--- src/rtl/lcd_pkg.sv ---
// Shared types and constants for the LCD bus receiver.
package lcd_pkg;

  typedef enum logic [1:0] {
    ST_IDLE  = 2'd0,
    ST_CLEAR = 2'd1,
    ST_BUSY  = 2'd2
  } lcd_state_e;

  typedef struct packed {
    logic       rs;
    logic [7:0] data;
  } lcd_bus_t;

  localparam logic [7:0] CMD_CLEAR      = 8'h01;
  localparam logic [7:0] CMD_HOME_MASK  = 8'hFE;
  localparam logic [7:0] CMD_HOME       = 8'h02;
  localparam logic [7:0] CMD_ENTRY_MASK = 8'hFC;
  localparam logic [7:0] CMD_ENTRY      = 8'h04;
  localparam logic [7:0] CMD_DISP_MASK  = 8'hF8;
  localparam logic [7:0] CMD_DISP       = 8'h08;
  localparam logic [7:0] CMD_ADDR_MASK  = 8'h80;
  localparam logic [7:0] CMD_ADDR       = 8'h80;
  localparam logic [7:0] BLANK_CHAR     = 8'h20;

  localparam int unsigned ENTRY_INC_BIT = 1;
  localparam int unsigned DISP_ON_BIT   = 2;

endpackage

--- src/rtl/lcd_rx_sync.sv ---
// Two-flop synchronizer for the LCD bus plus strobe history for falling-edge detect.
module lcd_rx_sync
  import lcd_pkg::*;
(
  input  logic       fpga_clk_i,
  input  logic       fpga_reset_i,
  input  logic [7:0] lcd_data_i,
  input  logic       lcd_reset_i,
  input  logic       lcd_enable_i,
  output lcd_bus_t   bus_o,
  output logic       fall_c
);

  localparam int unsigned SW = 10;

  logic [SW-1:0] meta_q;
  logic [SW-1:0] sync_q;
  logic          en_hist_q;

  always_ff @(posedge fpga_clk_i) begin
    if (fpga_reset_i) begin
      meta_q    <= '0;
      sync_q    <= '0;
      en_hist_q <= 1'b0;
    end else begin
      meta_q    <= {lcd_enable_i, lcd_reset_i, lcd_data_i};
      sync_q    <= meta_q;
      en_hist_q <= sync_q[SW-1];
    end
  end

  assign bus_o  = lcd_bus_t'(sync_q[SW-2:0]);
  assign fall_c = en_hist_q & ~sync_q[SW-1];

endmodule

--- src/rtl/lcd_bus_receiver.sv ---
// LCD controller bus receiver: decodes commands/data into a display buffer and cursor.
// Optional sticky overrun flag enabled by defining LCD_RX_OVERRUN_EN.
module lcd_bus_receiver
  import lcd_pkg::*;
#(
  parameter int unsigned BUSY_CYCLES = 40,
  parameter int unsigned DISP_CHARS  = 32
) (
  input  logic                          fpga_clk_i,
  input  logic                          fpga_reset_i,
  input  logic [7:0]                    lcd_data_i,
  input  logic                          lcd_reset_i,
  input  logic                          lcd_enable_i,
  input  logic [$clog2(DISP_CHARS)-1:0] rd_addr_i,
  output logic [7:0]                    rd_data_o,
  output logic [$clog2(DISP_CHARS)-1:0] cursor_o,
  output logic                          busy_o,
  output logic                          disp_on_o,
  output logic                          cmd_valid_o,
  output logic [7:0]                    cmd_o,
  output logic                          overrun_o
);

  localparam int unsigned AW = $clog2(DISP_CHARS);
  localparam int unsigned CW = $clog2(BUSY_CYCLES + 1);

  lcd_bus_t   bus;
  logic       fall;
  lcd_state_e state_q, state_d;
  logic [AW-1:0] cursor_q, cursor_d, clr_q, clr_d, wr_addr;
  logic [CW-1:0] cnt_q, cnt_d;
  logic       inc_q, inc_d, disp_q, disp_d, cmd_valid_q, cmd_valid_d, busy_q, busy_d, wr_en;
  logic [7:0] cmd_q, cmd_d, wr_data;
  logic [7:0] mem_q [DISP_CHARS];

  lcd_rx_sync u_sync (
    .fpga_clk_i   (fpga_clk_i),
    .fpga_reset_i (fpga_reset_i),
    .lcd_data_i   (lcd_data_i),
    .lcd_reset_i  (lcd_reset_i),
    .lcd_enable_i (lcd_enable_i),
    .bus_o        (bus),
    .fall_c       (fall)
  );

  // State and control registers
  always_ff @(posedge fpga_clk_i) begin
    if (fpga_reset_i) begin
      state_q     <= ST_IDLE;
      cursor_q    <= '0;
      clr_q       <= '0;
      cnt_q       <= '0;
      inc_q       <= 1'b1;
      disp_q      <= 1'b0;
      cmd_valid_q <= 1'b0;
      cmd_q       <= 8'h00;
      busy_q      <= 1'b0;
    end else begin
      state_q     <= state_d;
      cursor_q    <= cursor_d;
      clr_q       <= clr_d;
      cnt_q       <= cnt_d;
      inc_q       <= inc_d;
      disp_q      <= disp_d;
      cmd_valid_q <= cmd_valid_d;
      cmd_q       <= cmd_d;
      busy_q      <= busy_d;
    end
  end

  // Next-state decode; strobes outside IDLE are ignored
  always_comb begin
    state_d     = state_q;
    cursor_d    = cursor_q;
    clr_d       = clr_q;
    cnt_d       = cnt_q;
    inc_d       = inc_q;
    disp_d      = disp_q;
    cmd_valid_d = 1'b0;
    cmd_d       = cmd_q;
    wr_en       = 1'b0;
    wr_addr     = cursor_q;
    wr_data     = bus.data;
    case (state_q)
      ST_IDLE: begin
        if (fall) begin
          state_d = ST_BUSY;
          cnt_d   = CW'(BUSY_CYCLES - 1);
          if (bus.rs) begin
            wr_en    = 1'b1;
            cursor_d = inc_q ? cursor_q + AW'(1) : cursor_q - AW'(1);
          end else begin
            cmd_valid_d = 1'b1;
            cmd_d       = bus.data;
            if (bus.data == CMD_CLEAR) begin
              state_d  = ST_CLEAR;
              clr_d    = '0;
              cursor_d = '0;
              inc_d    = 1'b1;
            end else if ((bus.data & CMD_HOME_MASK) == CMD_HOME) begin
              cursor_d = '0;
            end else if ((bus.data & CMD_ENTRY_MASK) == CMD_ENTRY) begin
              inc_d = bus.data[ENTRY_INC_BIT];
            end else if ((bus.data & CMD_DISP_MASK) == CMD_DISP) begin
              disp_d = bus.data[DISP_ON_BIT];
            end else if ((bus.data & CMD_ADDR_MASK) == CMD_ADDR) begin
              cursor_d = bus.data[AW-1:0];
            end
          end
        end
      end
      ST_CLEAR: begin
        wr_en   = 1'b1;
        wr_addr = clr_q;
        wr_data = BLANK_CHAR;
        clr_d   = clr_q + AW'(1);
        if (clr_q == AW'(DISP_CHARS - 1)) state_d = ST_IDLE;
      end
      ST_BUSY: begin
        if (cnt_q == '0) state_d = ST_IDLE;
        else             cnt_d   = cnt_q - CW'(1);
      end
      default: state_d = ST_IDLE;
    endcase
    busy_d = (state_d != ST_IDLE);
  end

  // Display buffer is not reset; a reset edge must not complete a pending clear write
  always_ff @(posedge fpga_clk_i) begin
    if (wr_en && !fpga_reset_i) mem_q[wr_addr] <= wr_data;
  end

`ifdef LCD_RX_OVERRUN_EN
  logic overrun_q;

  always_ff @(posedge fpga_clk_i) begin
    if (fpga_reset_i)                      overrun_q <= 1'b0;
    else if (fall && (state_q != ST_IDLE)) overrun_q <= 1'b1;
  end

  assign overrun_o = overrun_q;
`else
  assign overrun_o = 1'b0;
`endif

  assign rd_data_o   = mem_q[rd_addr_i];
  assign cursor_o    = cursor_q;
  assign busy_o      = busy_q;
  assign disp_on_o   = disp_q;
  assign cmd_valid_o = cmd_valid_q;
  assign cmd_o       = cmd_q;

endmodule

--- config.mk ---
export PLATFORM = sky130hd
export DESIGN_NAME = lcd_bus_receiver
export DESIGN_NICKNAME = d
export VERILOG_FILES = /design/src/rtl/lcd_pkg.sv /design/src/rtl/lcd_rx_sync.sv /design/src/rtl/lcd_bus_receiver.sv
export SDC_FILE = /design/constraint.sdc
export NUM_CORES = 1
export LEC_CHECK = 0
export CELL_PAD_IN_SITES_DETAIL_PLACEMENT = 1
export CELL_PAD_IN_SITES_GLOBAL_PLACEMENT = 2
export CORE_ASPECT_RATIO = 1.25
export CORE_MARGIN = 1
export CORE_UTILIZATION = 42
export CTS_CLUSTER_SIZE = 10
export DETAILED_ROUTE_END_ITERATION = 16
export GPL_ROUTABILITY_DRIVEN = 0
export PLACE_DENSITY_LB_ADDON = 0.1
export RECOVER_POWER = 50
export SLEW_MARGIN = 20
export SYNTH_ARGS = -nofsm -noshare
export SYNTH_HDL_FRONTEND = slang
export SYNTH_HIERARCHICAL = 1
export SYNTH_SLANG_ARGS = --single-unit
export TNS_END_PERCENT = 100
--- constraint.sdc ---
create_clock -name fpga_clk_i -period 1.95 [get_ports fpga_clk_i]
set_clock_uncertainty 0.15 [all_clocks]
set_input_delay 0.39 -clock fpga_clk_i [delete_from_list [all_inputs] [get_ports fpga_clk_i]]
set_output_delay 0.39 -clock fpga_clk_i [all_outputs]
set_load 0.005 [all_outputs]
* After elaboration in Yosys (flattened, before gate mapping) *
Memory sizes are Yosys's and may differ from the RTL's.
Cells that the tools add are included.
W data, S select, Z words.

storage, ports and cells
  bits in registers = 51
  RAM bits = 256
  input port bits = 17
  output and inout port bits = 25
  word-level logic and storage cells = 86
  memories = 1

operators by class
  add/subtract/negate cells = 4
  equal/unequal tests = 14
  multiplexer cells = 31
  bitwise gates (word level) = 8
  reductions and logical operators = 16

memories
  memory  depth  width  read ports  clocked after Yosys merged registers in  wr ports  RTL line                RTL
  mem_q   32     8      1           0                                        1         lcd_bus_receiver.sv:34  logic [7:0] mem_q [DISP_CHARS];

operators with widths
  cell                   count
  $mux W5                11
  $mux W6                2
  $pmux W6 S2            1
  $add A5 B1 Y5 const B  2
  $mux W2                5
  $ne A2 B2 Y1 const B   5
  $pmux W5 S2            1
  $reduce_and A5 Y1      2
  $eq A8 B1 Y1 const B   1
  $mux W1                8
  $mux W8                1
  $ne A4 B3 Y1 const B   2
  $reduce_bool A2 Y1     4
  $eq A7 B1 Y1 const B   1
  $not A1 Y1             7
  $reduce_and A7 Y1      1
  $eq A6 B1 Y1 const B   1
  $logic_not A6 Y1       1
  $pmux W2 S3            1
  $reduce_and A3 Y1      2
  $sub A6 B1 Y6 const B  1
  $eq A5 B1 Y1 const B   1
  $eq A5 B5 Y1 const B   1
  $sub A5 B1 Y5 const B  1
  other kinds (10)       10

* Longest topological paths before layout *
  depth in word-level cells = 7
  depth in mapped cells = 8
  mapped depth without buffers = 7

* Hierarchy *
Netlist, hierarchy kept.

modules (own cells, without submodules)
  module            times used  cells each  area an instance (µm²)  seq. area each (µm²)
  lcd_bus_receiver  1           646         11472.3                 8287.9
  lcd_rx_sync       1           54          698.2                   420.4

* Worst setup path before layout *
No wires, ideal clock.

  path type = register to register
  start = register state_q[0]
  end = memory mem_q[16][0], enable pin
  library setup time = 0.370 ns
  arrival = 1.596 ns
  required time = 1.430 ns
  path slack = -0.166 ns
  cell stages (with the launch flop) = 7
  buffers on the path = 2
  clock period less this slack = 2.116 ns
  cell sequence = dfxtp_1 -> buf_2 -> nand2b_1 -> buf_2 -> mux2i_1 -> nand2_1 -> nor2_1

on the way
  longest elaborated chain between the ends = 5
  elaborated cells on any way between the ends = 7
  classes of those cells = 1 x eq/ne; 4 x mux; 2 x reduce/logical

ends and longest elaborated chain
  what                                              RTL line                 RTL
  from (decl)                                       lcd_bus_receiver.sv:29   lcd_state_e state_q, state_d;
  from (signal assigned)                            lcd_bus_receiver.sv:59   state_q <= state_d;
  $eq A2 B1 Y1 or $logic_not A2 Y1 (tied branches)  lcd_bus_receiver.sv:84   case (state_q)
  $pmux W1 S2                                       lcd_bus_receiver.sv:84
  $logic_and A1 B1 Y1                               lcd_bus_receiver.sv:130  if (wr_en && !fpga_reset_i) mem_q[wr_addr] <= wr_data;
  $mux W1                                           lcd_bus_receiver.sv:130
  $mux W1 (implied by the code)                     lcd_bus_receiver.sv:130
  to (decl)                                         lcd_bus_receiver.sv:34

Several ways; a longest one is shown, not always the timed one.

* Worst setup path in the final report *
  start = input port rd_addr_i[1]
  end = output port rd_data_o[0]

on the way
  longest elaborated chain between the ends = 1

ends and longest elaborated chain
  what            RTL line                RTL
  from (decl)     lcd_bus_receiver.sv:14  input logic [$clog2(DISP_CHARS)-1:0] rd_addr_i,
  $mem_v2 Z32 W8  --
  to (decl)       lcd_bus_receiver.sv:15  output logic [7:0] rd_data_o,

Every way passes these cells.

==> impl_metrics.json <==
{
  "run_status": "finished, violations left",
  "violations": "negative setup slack",
  "drive_gt1_frac": 0.433,
  "synth_edf_count": 256,
  "cts_max_level": 2,
  "fill_cells": 2564,
  "nNetsFinal": 876,
  "ys_top_cells_by_area": "edfxtp_1, mux4_2, dfxtp_1",
  "core_mm2": 0.0285,
  "fmax_mhz": 405,
  "ys_types": 50,
  "fin_total_pwr_mw": 13.6,
  "die_h_um": 192,
  "via_per_inst": 5.59,
  "ant_nets": 0,
  "cts_sinks": 307,
  "whs_ns": 0.286,
  "portBuffers": 40,
  "synth_warnings": 6,
  "routed_wl_um": 30600,
  "layout.cells.non_filler": 1216,
  "grt_usage": 0.212,
  "finalCriticalPeriod_ns": 2.47,
  "grt_first_pass_wirelength_um": 45500,
  "cp-end-kind": "output pin",
  "slowest_stage": "mux4_2",
  "crit_fanout": 14,
  "initialDrtViolationCount": 312,
  "numCtsBuffers": 36,
  "dr_wl_met2_um": 16900,
  "clk_latency_ns": 0.51,
  "ir_drop_v": 0.000629,
  "hold_violations": 0,
  "cts-root-buf": "clkbuf_16",
  "hp-class": "flop to flop",
  "timing.critical_path.cells": "buf_4, buf_12, buf_12, mux4_2, o22ai_1, nor4_2, buf_2",
  "relSlewSlack": 0.439,
  "dieArea_mm2": 0.0297,
  "cp-start-kind": "primary input",
  "powerDensity_mw_per_mm2": 860,
  "gr-total-overflow": 0,
  "syn_inst": 700,
  "start_util": 0.427,
  "seq_area_frac_synth": 0.716,
  "dr_wl_met3_um": 1140,
  "io_pins": 42,
  "num_rows": 69,
  "cpMostUsedCell": "buf_12",
  "rrSetupSlack_ns": -0.08,
  "power_leakage_nw": 5.24,
  "die_w_um": 154,
  "syn-num-nets": 725,
  "cp.arrival_ns": 1.93,
  "grt_max_degree": 34,
  "grt_pass1_vias": 7303,
  "multi_input_area_mm2": 0.00391,
  "ys_seq_elements": 307,
  "finalWorstSetupSlack_ns": -0.521,
  "crit_type": "primary input to output pin",
  "syn_area_mm2": 0.0122,
  "placed_cell_area_mm2": 0.0140,
  "avgSynthCellArea_um2": 17.4,
  "num_antenna_cells": 0,
  "fin_area_mm2": 0.0158,
  "wl_per_cell_um": 25.2,
  "routed.top_layer": "met4",
  "clock_path_buffers": 3,
  "dp_cells": 1145,
  "drv_slew": 0,
  "tightest_slew_ns": 0.842,
  "ys.flop_type": "edfxtp_1",
  "synth_common_cells": "edfxtp_1, mux4_2, dfxtp_1",
  "synth_top_area_cell": "edfxtp_1",
  "hpwl_um": 20500,
  "required_ns": 1.41,
  "max_cap_viol_count": 0,
  "syn_to_final_growth_pct": 30.1,
  "synthArstFlopShare": 0,
  "cpPeakStageDelay_ns": 0.53,
  "drc": 0,
  "drtPass1Iterations": 6,
  "seq_area_mm2": 0.00872,
  "finalCritPeriodShare": 1.27,
  "rsz0062_at_grt": "true",
  "netlist.area_leader.share": 0.632,
  "num_vias": 6802,
  "antenna_found_initial": 0,
  "setup_viol": 72,
  "cts_tree": "done",
  "clkSlewWorstSetupHoldPaths_ns": 0.06,
  "yosysMostFrequentCell": "edfxtp_1",
  "met1_length_um": 11800
}
-- cells in the final DEF (no fill, tap or decap), types with 8 or more instances in the layout --
cell type	synthesis	routed
clkbuf_16	0	37
nand2_1	39	24
clkdlybuf4s50_1	0	21
o22ai_1	32	11
nor2_4	0	30
mux4_2	64	64
buf_2	8	9
a21oi_1	17	15
buf_6	7	16
dfxtp_1	51	43
nor3_1	14	9
clkbuf_1	9	13
nor2b_2	20	21
buf_12	0	35
nor2_1	48	15
nor4_2	0	8
buf_4	16	55
o22ai_2	0	19
edfxtp_1	256	256
inv_1	10	9
-- where the power goes --
group / total [mW] / internal [mW] / switching (mW)
Clock: 5.74 / 3.34 / 2.40
Sequential: 7.12 / 7.11 / 0.0184
Combinational: 0.757 / 0.347 / 0.410
-- logic make-up (layout without fill, tap and decap cells) --
logic type / count (synthesis) / after routing / share of synthesized area
fa+ha+maj: 8 / 8 / 0.00884
flops: 307 / 307 / 0.716
compound gates: 73 / 73 / 0.0392
simple gates: 182 / 182 / 0.0820
other cells: 1 / 1 / 0.000308
mux: 69 / 69 / 0.123
xor+xnor: 7 / 7 / 0.00504
buf+inv: 53 / 214 / 0.0264
-- per-stage QoR --
| stage | util | setup slack (ns) | setup TNS, ns |
|---|---|---|---|
| floorplan | - | -0.123 | -23.34 |
| global placement | 0.491 | -0.901 | -39.10 |
| detailed placement | 0.491 | -1.02 | -51.75 |
| CTS | 0.545 | -0.514 | -9.34 |
| global route | 0.556 | -0.557 | -13.26 |
| finish | 0.556 | -0.521 | -5.85 |
-- worst max-delay path: cells and delay by family --
family	cells	cell delay, ns
muxes	1	0.53
buffers and inverters	4	0.65
AOI/OAI and AO/OA	1	0.26
and+or+nand+nor	1	0.09
-- final cells by class --
class	count	area share
timing repair buffer	156	0.110
inverter	10	0.00237
tap	355	0.0281
clock buffer	46	0.0593
multi-input combinational	340	0.247
clock inverter	2	0.00158
sequential	307	0.551
-- layer usage --
metal | track usage | vias to the layer above
met5 | 0 | -
met4 | 0.0815 | 0
met3 | 0.0332 | 48
met2 | 0.390 | 135
met1 | 0.251 | 3582
li1 | - | 3037
-- sequential cells by signal, summed over array words and instances (netlist names) --
register and count:
cnt_q 6, clr_q 5, inc_q 1, u_sync/en_hist_q 1
u_sync/meta_q 10, mem_q 256, busy_o 1, u_sync/sync_q 10
cmd_o 8, cursor_o 5, disp_on_o 1, cmd_valid_o 1
state_q 2
-- path summary, 6_finish.rpt --
check / startpoint / to / cells after the start
worst max-delay path: rd_addr_i[1] / rd_data_o[0] / 7
worst min-delay path: u_sync/meta_q[5] / u_sync/sync_q[5] / 1
worst max register to register: state_q[1] / mem_q[21][1] / 6
worst min register to register: u_sync/meta_q[5] / u_sync/sync_q[5] / 1
-- timing repair --
| item | 4_1_cts | 5_1_grt |
|---|---|---|
| endpoints found under the setup margin | 281 | 286 |
| gates cloned | 1 | 1 |
| gates resized for setup | 158 | 57 |
| pin swaps | 53 | 35 |
| buffers inserted | 8 | 14 |
| hold buffers | 0 | 0 |
Power figures use the tool's default switching activity.
